$ cat config.mk
export PLATFORM = sky130hd
export DESIGN_NAME = instruction_fetch
export DESIGN_NICKNAME = d
export VERILOG_FILES = /design/src/rtl/ifetch_pkg.sv /design/src/rtl/ifetch_fifo.sv /design/src/rtl/instruction_fetch.sv
export SDC_FILE = /design/constraint.sdc
export NUM_CORES = 1
export LEC_CHECK = 0
export ABC_AREA = 1
export CAP_MARGIN = 40
export CORE_MARGIN = 3
export CORE_UTILIZATION = 42
export DETAILED_ROUTE_END_ITERATION = 8
export DONT_BUFFER_PORTS = 1
export HOLD_SLACK_MARGIN = 0.08
export PLACE_DENSITY = 0.6
export SLEW_MARGIN = 10
export SYNTH_ARGS = -nofsm -noshare
export SYNTH_HDL_FRONTEND = slang
export SYNTH_HIERARCHICAL = 1
export SYNTH_SLANG_ARGS = --single-unit
export TNS_END_PERCENT = 50
$ cat constraint.sdc
create_clock -name Clock -period 4.8 [get_ports Clock]
set_input_delay 1.44 -clock Clock [delete_from_list [all_inputs] [get_ports Clock]]
set_output_delay 1.44 -clock Clock [all_outputs]
set_load 0.005 [all_outputs]
$ cat src/rtl/ifetch_pkg.sv
// Shared types and constants for the instruction fetch stage.
// Optional fault reporting is enabled by defining IFETCH_FAULT_EN.
package ifetch_pkg;

  localparam int PC_WIDTH_DEF   = 32;
  localparam int INSTR_WIDTH    = 32;
  localparam int FIFO_DEPTH_DEF = 2;
  localparam int unsigned PC_INC = 4;

  typedef logic [$clog2(FIFO_DEPTH_DEF)-1:0]   fifo_ptr_t;
  typedef logic [$clog2(FIFO_DEPTH_DEF+1)-1:0] fifo_cnt_t;

  // One buffered instruction as seen by decode.
  typedef struct packed {
    logic [PC_WIDTH_DEF-1:0] pc;
    logic [INSTR_WIDTH-1:0]  instr;
`ifdef IFETCH_FAULT_EN
    logic                    fault;
`endif
  } fetch_entry_t;

  // True when the PC has any bit set above the instruction memory's byte range.
  function automatic logic pc_out_of_range(input logic [63:0] pc, input int unsigned addr_bits);
    return (pc >> (addr_bits + 2)) != 64'd0;
  endfunction

endpackage

$ cat src/rtl/ifetch_fifo.sv
// Small synchronous FIFO with flush and occupancy count, used as the
// fetch-to-decode buffer. Push while full is accepted only with a pop.
module ifetch_fifo
  import ifetch_pkg::*;
#(
  parameter int DEPTH = FIFO_DEPTH_DEF,
  parameter int WIDTH = 64
) (
  input  logic                         clk_i,
  input  logic                         rst_ni,
  input  logic                         push_i,
  input  logic [WIDTH-1:0]             wdata_i,
  input  logic                         pop_i,
  input  logic                         flush_i,
  output logic [WIDTH-1:0]             rdata_o,
  output logic [$clog2(DEPTH+1)-1:0]   count_o
);

  localparam int PW = (DEPTH > 1) ? $clog2(DEPTH) : 1;
  localparam int CW = $clog2(DEPTH + 1);

  logic [WIDTH-1:0] mem_q [DEPTH];
  logic [PW-1:0]    rd_ptr_q, wr_ptr_q;
  logic [CW-1:0]    count_q;
  logic             do_pop, do_push;

  function automatic logic [PW-1:0] ptr_inc(input logic [PW-1:0] p);
    return (p == PW'(DEPTH - 1)) ? '0 : p + 1'b1;
  endfunction

  assign do_pop  = pop_i && (count_q != '0);
  assign do_push = push_i && ((count_q != CW'(DEPTH)) || do_pop);

  // Pointer and count bookkeeping; flush empties the buffer outright.
  always_ff @(posedge clk_i or negedge rst_ni) begin
    if (!rst_ni) begin
      rd_ptr_q <= '0;
      wr_ptr_q <= '0;
      count_q  <= '0;
    end else if (flush_i) begin
      rd_ptr_q <= '0;
      wr_ptr_q <= '0;
      count_q  <= '0;
    end else begin
      if (do_push) wr_ptr_q <= ptr_inc(wr_ptr_q);
      if (do_pop)  rd_ptr_q <= ptr_inc(rd_ptr_q);
      count_q <= count_q + CW'(do_push) - CW'(do_pop);
    end
  end

  // Entry storage; contents need no reset because count gates validity.
  always_ff @(posedge clk_i) begin
    if (do_push && !flush_i) mem_q[wr_ptr_q] <= wdata_i;
  end

  assign rdata_o = mem_q[rd_ptr_q];
  assign count_o = count_q;

endmodule

$ cat src/rtl/instruction_fetch.sv
// Fetch stage: holds the PC, drives the split X/Y memory address, captures the
// one-cycle-latency read data and buffers {instr, pc} for decode.
// Define IFETCH_FAULT_EN to add InstrFault and bad-target/overrun faulting.
module instruction_fetch
  import ifetch_pkg::*;
#(
  parameter int                  ADDR_BITS  = 8,
  parameter int                  DATA_WIDTH = INSTR_WIDTH,
  parameter int                  PC_WIDTH   = PC_WIDTH_DEF,
  parameter logic [PC_WIDTH-1:0] RESET_PC   = '0,
  parameter int                  FIFO_DEPTH = FIFO_DEPTH_DEF
) (
  input  logic                   Clock,
  input  logic                   Reset_n,
  input  logic                   Redirect,
  input  logic [PC_WIDTH-1:0]    RedirectPC,
  output logic [ADDR_BITS/2-1:0] X_addr,
  output logic [ADDR_BITS/2-1:0] Y_addr,
  input  logic [DATA_WIDTH-1:0]  MemData,
  output logic                   InstrValid,
  input  logic                   InstrReady,
  output logic [DATA_WIDTH-1:0]  InstrData,
`ifdef IFETCH_FAULT_EN
  output logic [PC_WIDTH-1:0]    InstrPC,
  output logic                   InstrFault
`else
  output logic [PC_WIDTH-1:0]    InstrPC
`endif
);

`ifdef IFETCH_FAULT_EN
  localparam int FW = 1;
`else
  localparam int FW = 0;
`endif
  localparam int EW = PC_WIDTH + DATA_WIDTH + FW;
  localparam int CW = $clog2(FIFO_DEPTH + 1);
  localparam int OW = CW + 1;

  logic [PC_WIDTH-1:0]  fetch_pc_q, inflight_pc_q;
  logic                 inflight_q;
  logic [ADDR_BITS-1:0] word;
  logic [CW-1:0]        count;
  logic [OW-1:0]        occupancy;
  logic                 pop, push, issue_ok, issue;
  logic [EW-1:0]        wdata, rdata;

  assign word   = fetch_pc_q[ADDR_BITS+1:2];
  assign X_addr = word[ADDR_BITS-1:ADDR_BITS/2];
  assign Y_addr = word[ADDR_BITS/2-1:0];

  assign pop       = InstrValid && InstrReady;
  // Buffered + in-flight entries after this cycle's pop must leave a free slot.
  assign occupancy = OW'(count) + OW'(inflight_q) - OW'(pop);
  assign issue_ok  = !Redirect && (occupancy < OW'(FIFO_DEPTH));
  // A redirect kills whatever read is returning this cycle.
  assign push      = inflight_q && !Redirect;

`ifdef IFETCH_FAULT_EN
  logic fault_q, inflight_fault_q, redirect_bad, seq_bad, seq_fault;
  assign redirect_bad = (RedirectPC[1:0] != 2'b00) ||
                        pc_out_of_range(64'(RedirectPC), ADDR_BITS);
  assign seq_bad   = pc_out_of_range(64'(fetch_pc_q), ADDR_BITS);
  assign issue     = issue_ok && !fault_q && !seq_bad;
  assign seq_fault = issue_ok && !fault_q && seq_bad;
  assign wdata     = {inflight_pc_q, inflight_fault_q ? '0 : MemData, inflight_fault_q};
`else
  assign issue = issue_ok;
  assign wdata = {inflight_pc_q, MemData};
`endif

  // PC, in-flight slot and fault state; a fault entry reuses the in-flight slot.
  always_ff @(posedge Clock or negedge Reset_n) begin
    if (!Reset_n) begin
      fetch_pc_q       <= RESET_PC;
      inflight_q       <= 1'b0;
      inflight_pc_q    <= '0;
`ifdef IFETCH_FAULT_EN
      fault_q          <= 1'b0;
      inflight_fault_q <= 1'b0;
`endif
    end else if (Redirect) begin
      fetch_pc_q <= RedirectPC & ~PC_WIDTH'(3);
      inflight_q <= 1'b0;
`ifdef IFETCH_FAULT_EN
      fault_q          <= redirect_bad;
      inflight_fault_q <= redirect_bad;
      if (redirect_bad) begin
        inflight_q    <= 1'b1;
        inflight_pc_q <= RedirectPC;
      end
`endif
    end else if (issue) begin
      inflight_q    <= 1'b1;
      inflight_pc_q <= fetch_pc_q;
      fetch_pc_q    <= fetch_pc_q + PC_WIDTH'(PC_INC);
`ifdef IFETCH_FAULT_EN
      inflight_fault_q <= 1'b0;
`endif
    end
`ifdef IFETCH_FAULT_EN
    else if (seq_fault) begin
      fault_q          <= 1'b1;
      inflight_q       <= 1'b1;
      inflight_fault_q <= 1'b1;
      inflight_pc_q    <= fetch_pc_q;
    end
`endif
    else begin
      inflight_q <= 1'b0;
    end
  end

  ifetch_fifo #(
    .DEPTH (FIFO_DEPTH),
    .WIDTH (EW)
  ) u_fifo (
    .clk_i   (Clock),
    .rst_ni  (Reset_n),
    .push_i  (push),
    .wdata_i (wdata),
    .pop_i   (pop),
    .flush_i (Redirect),
    .rdata_o (rdata),
    .count_o (count)
  );

  assign InstrValid = (count != '0);
  assign InstrPC    = InstrValid ? rdata[EW-1 -: PC_WIDTH] : '0;
  assign InstrData  = InstrValid ? rdata[DATA_WIDTH+FW-1 -: DATA_WIDTH] : '0;
`ifdef IFETCH_FAULT_EN
  assign InstrFault = InstrValid && rdata[0];
`endif

endmodule

# Word-level counts from Yosys, hierarchy flattened
# Memory sizes are Yosys's and may differ from the RTL's.
# Index checks and enable logic that the tools add are counted.
[word_totals]
register_bits = 69
ramBits = 128
in_bits = 68
output_inout_bits = 73
mem_count = 1
[memory_table]
columns = ["memory", "words", "width", "read_ports", "rd_ports_with_merged_regs", "wr", "line_no", "text"]
rows = [
  ["u_fifo.mem_q", 2, 64, 1, 0, 1, "ifetch_fifo.sv:22", "logic [WIDTH-1:0] mem_q [DEPTH];"],
]
[classes]
n_addsub = 7
magnitude_cmp = 1
n_eq_ne = 1
muxes = 15
bitwise_logic = 1
reduce_logical = 13
[op_table]
columns = ["cell", "count"]
rows = [
  ["32-bit 2-to-1 mux", 4],
  ["32-bit by 3-bit adder with 32-bit output, second input constant", 1],
  ["1-bit 2-to-1 mux", 10],
  ["2-bit nonzero test", 4],
  ["1-bit logical AND", 6],
  ["2-bit by 1-bit adder with 3-bit output", 1],
  ["3-bit by 2-bit < comparator with 1-bit output, second input constant", 1],
  ["3-bit by 1-bit subtractor with 3-bit output", 1],
  ["1-bit adder, second input constant", 2],
  ["2-bit by 1-bit adder with 2-bit output", 1],
  ["2-bit 2-to-1 mux", 1],
  ["2-bit inequality test, second input constant", 1],
  ["2-bit AND reduction", 1],
  ["2-bit by 1-bit subtractor with 2-bit output", 1],
  ["1-bit logical NOT", 1],
  ["1-bit logical OR", 1],
  ["1-bit inverter", 1],
]

# Longest topological paths before layout
# Gate-level depths: netlist of run 1.
[logic_depth]
depth_word = 8
mapped_depth = 16
depth_no_buf = 14

# By module
# The synthesis of run 1 kept the hierarchy.
[modules_own_cells]
columns = ["mod", "n_inst", "cells_each", "area_each_um2"]
rows = [
  ["ifetch_fifo", 1, 371, 4904.7],
  ["instruction_fetch", 1, 605, 3987.6],
]

# Worst setup path after synthesis of run 1
# No wires, ideal clock.
[synth_path]
path_type = "input-to-reg"
startpoint = "input Redirect"
endpoint = "memory u_fifo.mem_q[1][0] (enable)"
setup_time_ns = 0.486
arrival_ns = 4.701
required_ns = 4.314
setup_slack_ns = -0.387
path_stages = 5
path_buffers = 2
cell_sequence = "buf_2 clkbuf_1 nor2_1 nand2_1 nor2_1"
[synth_between]
elab_chain_cells = 6
[synth_lines]
columns = ["element", "line_no", "text"]
rows = [
  ["start, declared", "instruction_fetch.sv:15", "input logic Redirect,"],
  ["1-bit logical NOT", "instruction_fetch.sv:57", "assign push = inflight_q && !Redirect;"],
  ["1-bit logical AND", "instruction_fetch.sv:57", ""],
  ["via push", "instruction_fetch.sv:45", "logic pop, push, issue_ok, issue;"],
  ["1-bit logical AND", "ifetch_fifo.sv:32", "assign do_push = push_i && ((count_q != CW'(DEPTH)) || do_pop);"],
  ["1-bit logical AND", "ifetch_fifo.sv:53", "if (do_push && !flush_i) mem_q[wr_ptr_q] <= wdata_i;"],
  ["1-bit 2-to-1 mux", "ifetch_fifo.sv:53", ""],
  ["1-bit 2-to-1 mux (implied by the code)", "ifetch_fifo.sv:53", ""],
  ["end, declared", "ifetch_fifo.sv:22", ""],
]
# The timed path passes the listed nets, and every way through them passes these cells.

# Worst setup path after layout of run 1
[layout_path]
startpoint = "register u_fifo.rd_ptr_q"
endpoint = "output InstrPC[28]"
[layout_between]
elab_chain_cells = 2
[layout_lines]
columns = ["element", "line_no", "text"]
rows = [
  ["start, declared", "ifetch_fifo.sv:23", "logic [PW-1:0] rd_ptr_q, wr_ptr_q;"],
  ["start signal, assigned", "ifetch_fifo.sv:46", "if (do_pop) rd_ptr_q <= ptr_inc(rd_ptr_q);"],
  ["memory read 2 x 64 bit", "-", ""],
  ["via rdata[60]", "instruction_fetch.sv:46", "logic [EW-1:0] wdata, rdata;"],
  ["32-bit 2-to-1 mux", "instruction_fetch.sv:129", "assign InstrPC = InstrValid ? rdata[EW-1 -: PC_WIDTH] : '0;"],
  ["end, declared", "instruction_fetch.sv:27", "output logic [PC_WIDTH-1:0] InstrPC"],
]
# The timed path passes the listed nets, and every way through them passes these cells.

==> results.py, run 1 <==
metrics = {
    "drt": {
        "top_layer": "met4",
        "drtPass1Iterations": 5,
        "wirelength_um": 18400,
        "ant_nets": 0,
        "met3_length_um": 1333,
        "dr_total_vias": 5869,
        "dr_wl_met2_um": 8499,
        "post-route-drc-count": 0,
        "wl_per_cell_um": 14.79,
        "wl_met1_um": 8339,
        "routed_via_density": 4.718,
        "drtIter0Drc": 309,
    },
    "cts": {
        "hold_buffers": 0,
        "clkTransAtPathRegs_ns": 0.07,
        "clockBufferDepth": 2,
        "htreeDepth": 4,
        "post_cts_buffers": 0,
        "numCtsBuffers": 17,
        "cts-resized-gates": 0,
        "worstSkewPairLatency_ns": 0.43,
        "cts_root_buf": "clkbuf_16",
        "cts_tree": "done",
        "cts.sinks": 193,
    },
    "layout": {
        "area_growth_syn_to_layout_pct": 9.188,
        "fillers": 1913,
        "final_nets": 1034,
        "stdcell_count": 1244,
        "diodes": 0,
        "drive_gt1_frac": 0.06776,
        "fin_area_um2": 9709,
        "postLayoutCoreUtil": 0.4737,
    },
    "worst_setup_path": {
        "arrival_ns": 2.15,
        "reg2reg_depth": 12,
        "worstSetupPathType": "flop to output port",
        "r2r_slack_ns": 1.98,
        "worst_ep_required_time_ns": 3.36,
        "path_cells": "inv_2, buf_4, nand2_1, nand2_1, inv_1, nor2_1",
        "r2r-end": "fetch_pc_q[10]$_DFFE_PN0P_",
        "critPathMaxStageDelay_ns": 0.48,
        "r2r_start": "u_fifo/count_o[1]$_DFF_PN0_",
        "crit_fanout": 38,
        "cpMostUsedCell": "nand2_1",
        "worst_setup_path_start_kind": "flop",
        "slowest_stage": "buf_4",
        "cp-end-kind": "output port",
    },
    "min_path": {
        "min_to": "u_fifo/mem_q[1][50]$_DFFE_PP_",
        "hold_depth": 0,
        "hold_class": "flop to flop",
        "min-delay-start": "inflight_pc_q[18]$_DFFE_PN0P_",
    },
    "power": {
        "p_leak_nw": 4.293,
        "peakVddDrop_mv": 0.2564,
        "power.total_mw": 5.289,
        "power.density_nw_per_um2": 544.8,
    },
    "placed_design": {
        "routabilityCongestion": 0.8305,
        "numPortBuffers": 0,
        "pre_cts_ws_ns": 1.034,
        "dp.cells": 1212,
        "dp_hpwl_um": 12210,
        "place_area_um2": 9089,
    },
    "floorplanning": {
        "die-area_um2": 22950,
        "ioPinCount": 141,
        "core_area_um2": 20490,
        "start_util": 0.4339,
        "die_h_um": 151.5,
        "rows": 52,
        "die_x_um": 151.5,
    },
    "logic_synthesis": {
        "synth-edff-count": 128,
        "synth_top_flop_cell": "edfxtp_1",
        "async_reset_ff_frac": 0.3368,
        "ys_top_cells_by_count": "nand2_1, edfxtp_1, inv_1, nor2_1, dfrtp_1",
        "yosysWarnings": 6,
        "synthCells": 976,
        "syn_area_per_cell_um2": 9.111,
        "syn-cell-area_um2": 8892,
        "ys_seq_area_frac": 0.6152,
        "synth_top_area_frac": 0.4322,
        "yosysMostFrequentCell": "nand2_1",
        "synth-seq-cells": 193,
        "synth.distinct_cells": 31,
        "synth_area_leaders": "edfxtp_1, dfrtp_1, nand2_1, inv_1, nor2_1",
        "yosysTopAreaCell": "edfxtp_1",
    },
    "outcome": {
        "status": "complete, no violations",
    },
    "global_route": {
        "grtUsageTotal": 0.1638,
        "grt_max_degree": 66,
        "antenna_found_initial": 0,
        "grt_first_pass_wirelength_um": 29100,
        "grt_overflow_total": 0,
        "grt_pass1_vias": 5530,
    },
    "timing": {
        "hold_slack_ns": 0.4719,
        "period_share": 0.7484,
        "fin_ws_ns": 1.208,
        "drv_slew": 0,
        "hold_viol_final": 0,
        "setup_viol": 0,
        "worstMarginPinSlew_ns": 0.7346,
        "slew_headroom": 0.5102,
        "clock-skew-final_ns": 0.01180,
        "min_period_ns": 3.592,
        "max_freq_mhz": 278.4,
        "final.setup.tns_ns": 0,
        "rsz0062_at_grt": "no",
    },
    "run": {
        "drv_cap": 0,
    },
}
-- worst max-delay path: cells and delay by family, from the launching register on --
family	cells	cell delay (ns)
DFF	1	0.41
and+or+nand+nor	3	0.41
buffers and inverters	3	0.91
-- worst max path at each step --
stage                                   endpoint  slack, ns                   startpoint
finish                               InstrPC[28]       1.21  u_fifo/rd_ptr_q$_DFFE_PN0P_
global route                         InstrPC[31]       1.01  u_fifo/rd_ptr_q$_DFFE_PN0P_
CTS                                  InstrPC[28]       1.15  u_fifo/rd_ptr_q$_DFFE_PN0P_
detailed placement    fetch_pc_q[10]$_DFFE_PN0P_       1.03                   InstrReady
global placement      fetch_pc_q[10]$_DFFE_PN0P_       1.05                   InstrReady
floorplan           u_fifo/mem_q[1][0]$_DFFE_PP_       0.68                     Redirect
-- layout by cell type, fill, tap and decap left out, drive strengths merged, types with 4 or more instances in the layout --
| cell type | netlist | layout |
|---|---|---|
| buf | 39 | 9 |
| o21ai | 41 | 41 |
| nand4 | 15 | 15 |
| nand3b | 9 | 9 |
| nand3 | 41 | 41 |
| edfxtp | 128 | 128 |
| inv | 130 | 137 |
| o211ai | 4 | 4 |
| clkbuf | 7 | 17 |
| xor2 | 5 | 5 |
| nand2 | 349 | 349 |
| dfrtp | 65 | 65 |
| conb | 1 | 4 |
| ha | 4 | 4 |
| nor2 | 124 | 124 |
-- power breakdown --
part | internal [mW] | switching (mW)
sequential | 2.19 | 0.297
combinational | 0.390 | 0.937
clock | 0.838 | 0.638
total | 3.42 | 1.87
-- final cells by class --
class	instances	area, um^2	area share
Clock buffer	17	425.4	0.04381
Inverter	130	488.0	0.05026
Tap cell	270	337.8	0.03479
Multi-Input combinational cell	610	2699	0.2780
Clock inverter	15	195.2	0.02010
Sequential cell	193	5472	0.5635
Timing Repair Buffer	9	92.59	0.009536
-- metal layers --
metal	vias to the layer above	GRT usage
met3	17	0.04283
met5	-	0
met4	0	0.04987
met1	2663	0.2193
li1	3041	-
met2	148	0.2638
-- sequential cells by signal, indices dropped and copies added (netlist names) --
name,flops
u_fifo/rd_ptr_q,1
fetch_pc_q,30
u_fifo/mem_q,128
inflight_q,1
u_fifo/wr_ptr_q,1
inflight_pc_q,30
u_fifo/count_o,2
-- kinds of logic after synthesis --
logic type / Yosys count / synth area share
fa+ha+maj: 5 / 0.007880
xor+xnor: 5 / 0.004924
compound gates: 55 / 0.03419
buf+inv: 176 / 0.08428
other cells: 1 / 0.0004217
simple gates: 541 / 0.2531
flops: 193 / 0.6152
Note: power is estimated with default switching activity, not from simulation.
==> inputs of run 2 (changes only) <==
==> constraint.sdc (replaced) <==
create_clock -name Clock -period 3.35 [get_ports Clock]
set_input_delay 1.005 -clock Clock [delete_from_list [all_inputs] [get_ports Clock]]
set_output_delay 1.005 -clock Clock [all_outputs]
set_load 0.005 [all_outputs]
==> run 2 against run 1 <==
Compared with the run above: design area is 0.61% higher; clock skew grew 0.0048 ns; via count grew 0.14%; combinational power is 47% higher; worst setup slack worse by 0.72 ns; register-to-register slack got worse by 1.2 ns; die area unchanged; wire length decreased by 0.94%; first-iteration DRC count rose by 20%.
==> results.py, run 2 (synthesis gave the netlist of run 1 again) <==
metrics = {
    "layout": {
        "final_nets": 1040,
        "largestRegisters": "u_fifo/mem_q: 128 flops, fetch_pc_q: 30 flops, inflight_pc_q: 30 flops",
        "final_common_cell": "nand2_1",
        "top_register": "u_fifo/mem_q",
        "final_cell_mix": "nand2_1, edfxtp_1, inv_1, nor2_1, dfrtp_1",
        "diodes": 0,
        "drive_gt1_frac": 0.07347,
        "area_growth_syn_to_layout_pct": 9.849,
        "largest_register_ffs": 128,
    },
    "power": {
        "p_seq_frac": 0.471,
        "clkPwrFrac": 0.271,
        "peakVddDrop_mv": 0.4063,
        "p_leak_nw": 4.329,
        "comb_power_share": 0.257,
        "swShare": 0.3503,
        "power.total_mw": 7.592,
        "p_int_mw": 4.932,
        "power.density_nw_per_um2": 777.2,
        "p_sw_mw": 2.659,
    },
    "drt": {
        "drtPass1Iterations": 5,
        "drtIter0Drc": 371,
        "wirelength_um": 18230,
        "dr_total_vias": 5877,
        "ant_nets": 0,
        "wl_per_cell_um": 14.58,
        "post-route-drc-count": 0,
        "routed_via_density": 4.702,
    },
    "floorplanning": {
        "die-area_um2": 22950,
        "die_x_um": 151.5,
        "start_util": 0.4339,
        "core_area_um2": 20490,
        "rows": 52,
        "ioPinCount": 141,
        "die_h_um": 151.5,
    },
    "worst_setup_path": {
        "worst_setup_path_start_kind": "flop",
        "reg2reg_depth": 11,
        "r2r-end": "fetch_pc_q[25]$_DFFE_PN0P_",
        "r2r_start": "u_fifo/count_o[1]$_DFF_PN0_",
        "worstSetupPathType": "flop to output port",
        "r2r_slack_ns": 0.77,
        "cp-end-kind": "output port",
        "arrival_ns": 1.86,
        "worst_ep_required_time_ns": 2.34,
        "crit_fanout": 32,
    },
    "timing": {
        "max_freq_mhz": 349.3,
        "final.setup.tns_ns": 0,
        "rsz0062_at_grt": "no",
        "setup_viol": 0,
        "period_share": 0.8546,
        "worstMarginPinSlew_ns": 0.6618,
        "slew_headroom": 0.5588,
        "hold_slack_ns": 0.2646,
        "min_period_ns": 2.863,
        "hold_viol_final": 0,
        "drv_slew": 0,
        "clock-skew-final_ns": 0.01655,
    },
    "global_route": {
        "grtUsageTotal": 0.1612,
        "grt_max_degree": 66,
        "grt_pass1_vias": 5380,
        "grt_first_pass_wirelength_um": 28560,
        "antenna_found_initial": 0,
        "grt_overflow_total": 0,
    },
    "placed_design": {
        "numPortBuffers": 0,
        "routabilityCongestion": 0.8425,
        "dp_hpwl_um": 12400,
    },
    "cts": {
        "htreeDepth": 4,
        "clkTransAtPathRegs_ns": 0.07,
        "hold_buffers": 0,
        "post_cts_buffers": 0,
        "worstSkewPairLatency_ns": 0.43,
        "cts_root_buf": "clkbuf_16",
        "cts_tree": "done",
        "cts-resized-gates": 0,
        "numCtsBuffers": 17,
        "clockBufferDepth": 2,
        "cts.sinks": 193,
    },
    "run": {
        "drv_cap": 0,
    },
    "min_path": {
        "hold_class": "input port to async pin",
    },
    "outcome": {
        "status": "complete, no violations",
    },
}
[run 2: cell count changes in the layout (fill, tap and decap cells not counted), sizes merged]
| cell | before | now |
|---|---|---|
| inv | 137 | 134 |
| clkbuf | 17 | 18 |
| clkinvlp | 2 | 1 |
| clkinv | 3 | 6 |
| buf | 9 | 15 |
[run 2: area by class of cell]
class                           count  area (um^2)
Tap cell                          270        337.8
Multi-Input combinational cell    610         2699
Clock inverter                     14        180.2
Sequential cell                   193         5472
Timing Repair Buffer               15        162.7
Fill cell                        1942        10730
Clock buffer                       18        429.2
Inverter                          130        488.0
[run 2: critical path: stages (launching register included)]
cell	delay (ns)
dfrtp_2	0.56
inv_2	0.10
buf_4	0.33
nand2_1	0.09
nand2_1	0.08
inv_1	0.04
nor2_1	0.23
[run 2: power groups by stage]
| stage | Clock [mW] | Combinational [mW] | Sequential (mW) |
|---|---|---|---|
| after CTS | 2.12 | 1.99 | 3.58 |
| after global placement | 0 | 1.94 | 3.61 |
| after global routing | 2.23 | 2.28 | 3.64 |
| final | 2.06 | 1.95 | 3.58 |
| after detailed placement | 0 | 1.98 | 3.63 |
| after floorplan | 0 | 1.61 | 3.45 |
[run 2: worst max-delay path by stage]
| stage | start | endpoint | slack [ns] | depth (start not counted) |
|---|---|---|---|---|
| after floorplan | Redirect | u_fifo/mem_q[0][0]$_DFFE_PP_ | 0.08 | 5 |
| after global placement | InstrReady | fetch_pc_q[15]$_DFFE_PN0P_ | 0.35 | 11 |
| after detailed placement | InstrReady | fetch_pc_q[26]$_DFFE_PN0P_ | 0.31 | 12 |
| after CTS | u_fifo/rd_ptr_q$_DFFE_PN0P_ | InstrPC[28] | 0.42 | 6 |
| after global routing | u_fifo/rd_ptr_q$_DFFE_PN0P_ | InstrPC[28] | 0.31 | 6 |
| final | u_fifo/rd_ptr_q$_DFFE_PN0P_ | InstrPC[28] | 0.49 | 6 |
[run 2: through the flow]
step                      cells    util  cell area [um^2]  worst slack [ns]
after floorplan             979       -              8911           0.08490
after CTS                  1250  0.4766              9768            0.4176
final                      1250  0.4766              9768            0.4872
after detailed placement   1218  0.4469              9159            0.3068
after global placement     1218  0.4469              9159            0.3517
after global routing       1250  0.4766              9768            0.3090
[run 2: routing by layer]
| metal | global-route usage | up-vias | share of wire |
|---|---|---|---|
| li1 | - | 3052 | - |
| met1 | 0.2199 | 2653 | 0.45 |
| met2 | 0.2527 | 157 | 0.46 |
| met3 | 0.04848 | 15 | 0.080 |
| met4 | 0.04403 | 0 | 0.012 |
| met5 | 0 | - | 0 |
==> inputs of run 3 (changes only) <==
--- a/config.mk
+++ b/config.mk
@@ -6,6 +6,7 @@
 export NUM_CORES = 1
 export LEC_CHECK = 0
 export ABC_AREA = 1
+export ABC_CLOCK_PERIOD_IN_PS = 3350
 export CAP_MARGIN = 40
 export CORE_MARGIN = 3
 export CORE_UTILIZATION = 42
@@ -18,4 +19,3 @@
 export SYNTH_HDL_FRONTEND = slang
 export SYNTH_HIERARCHICAL = 1
 export SYNTH_SLANG_ARGS = --single-unit
-export TNS_END_PERCENT = 50
==> results of run 3 <==
No change in the layout: final DEF, timing and power equal those of run 2.
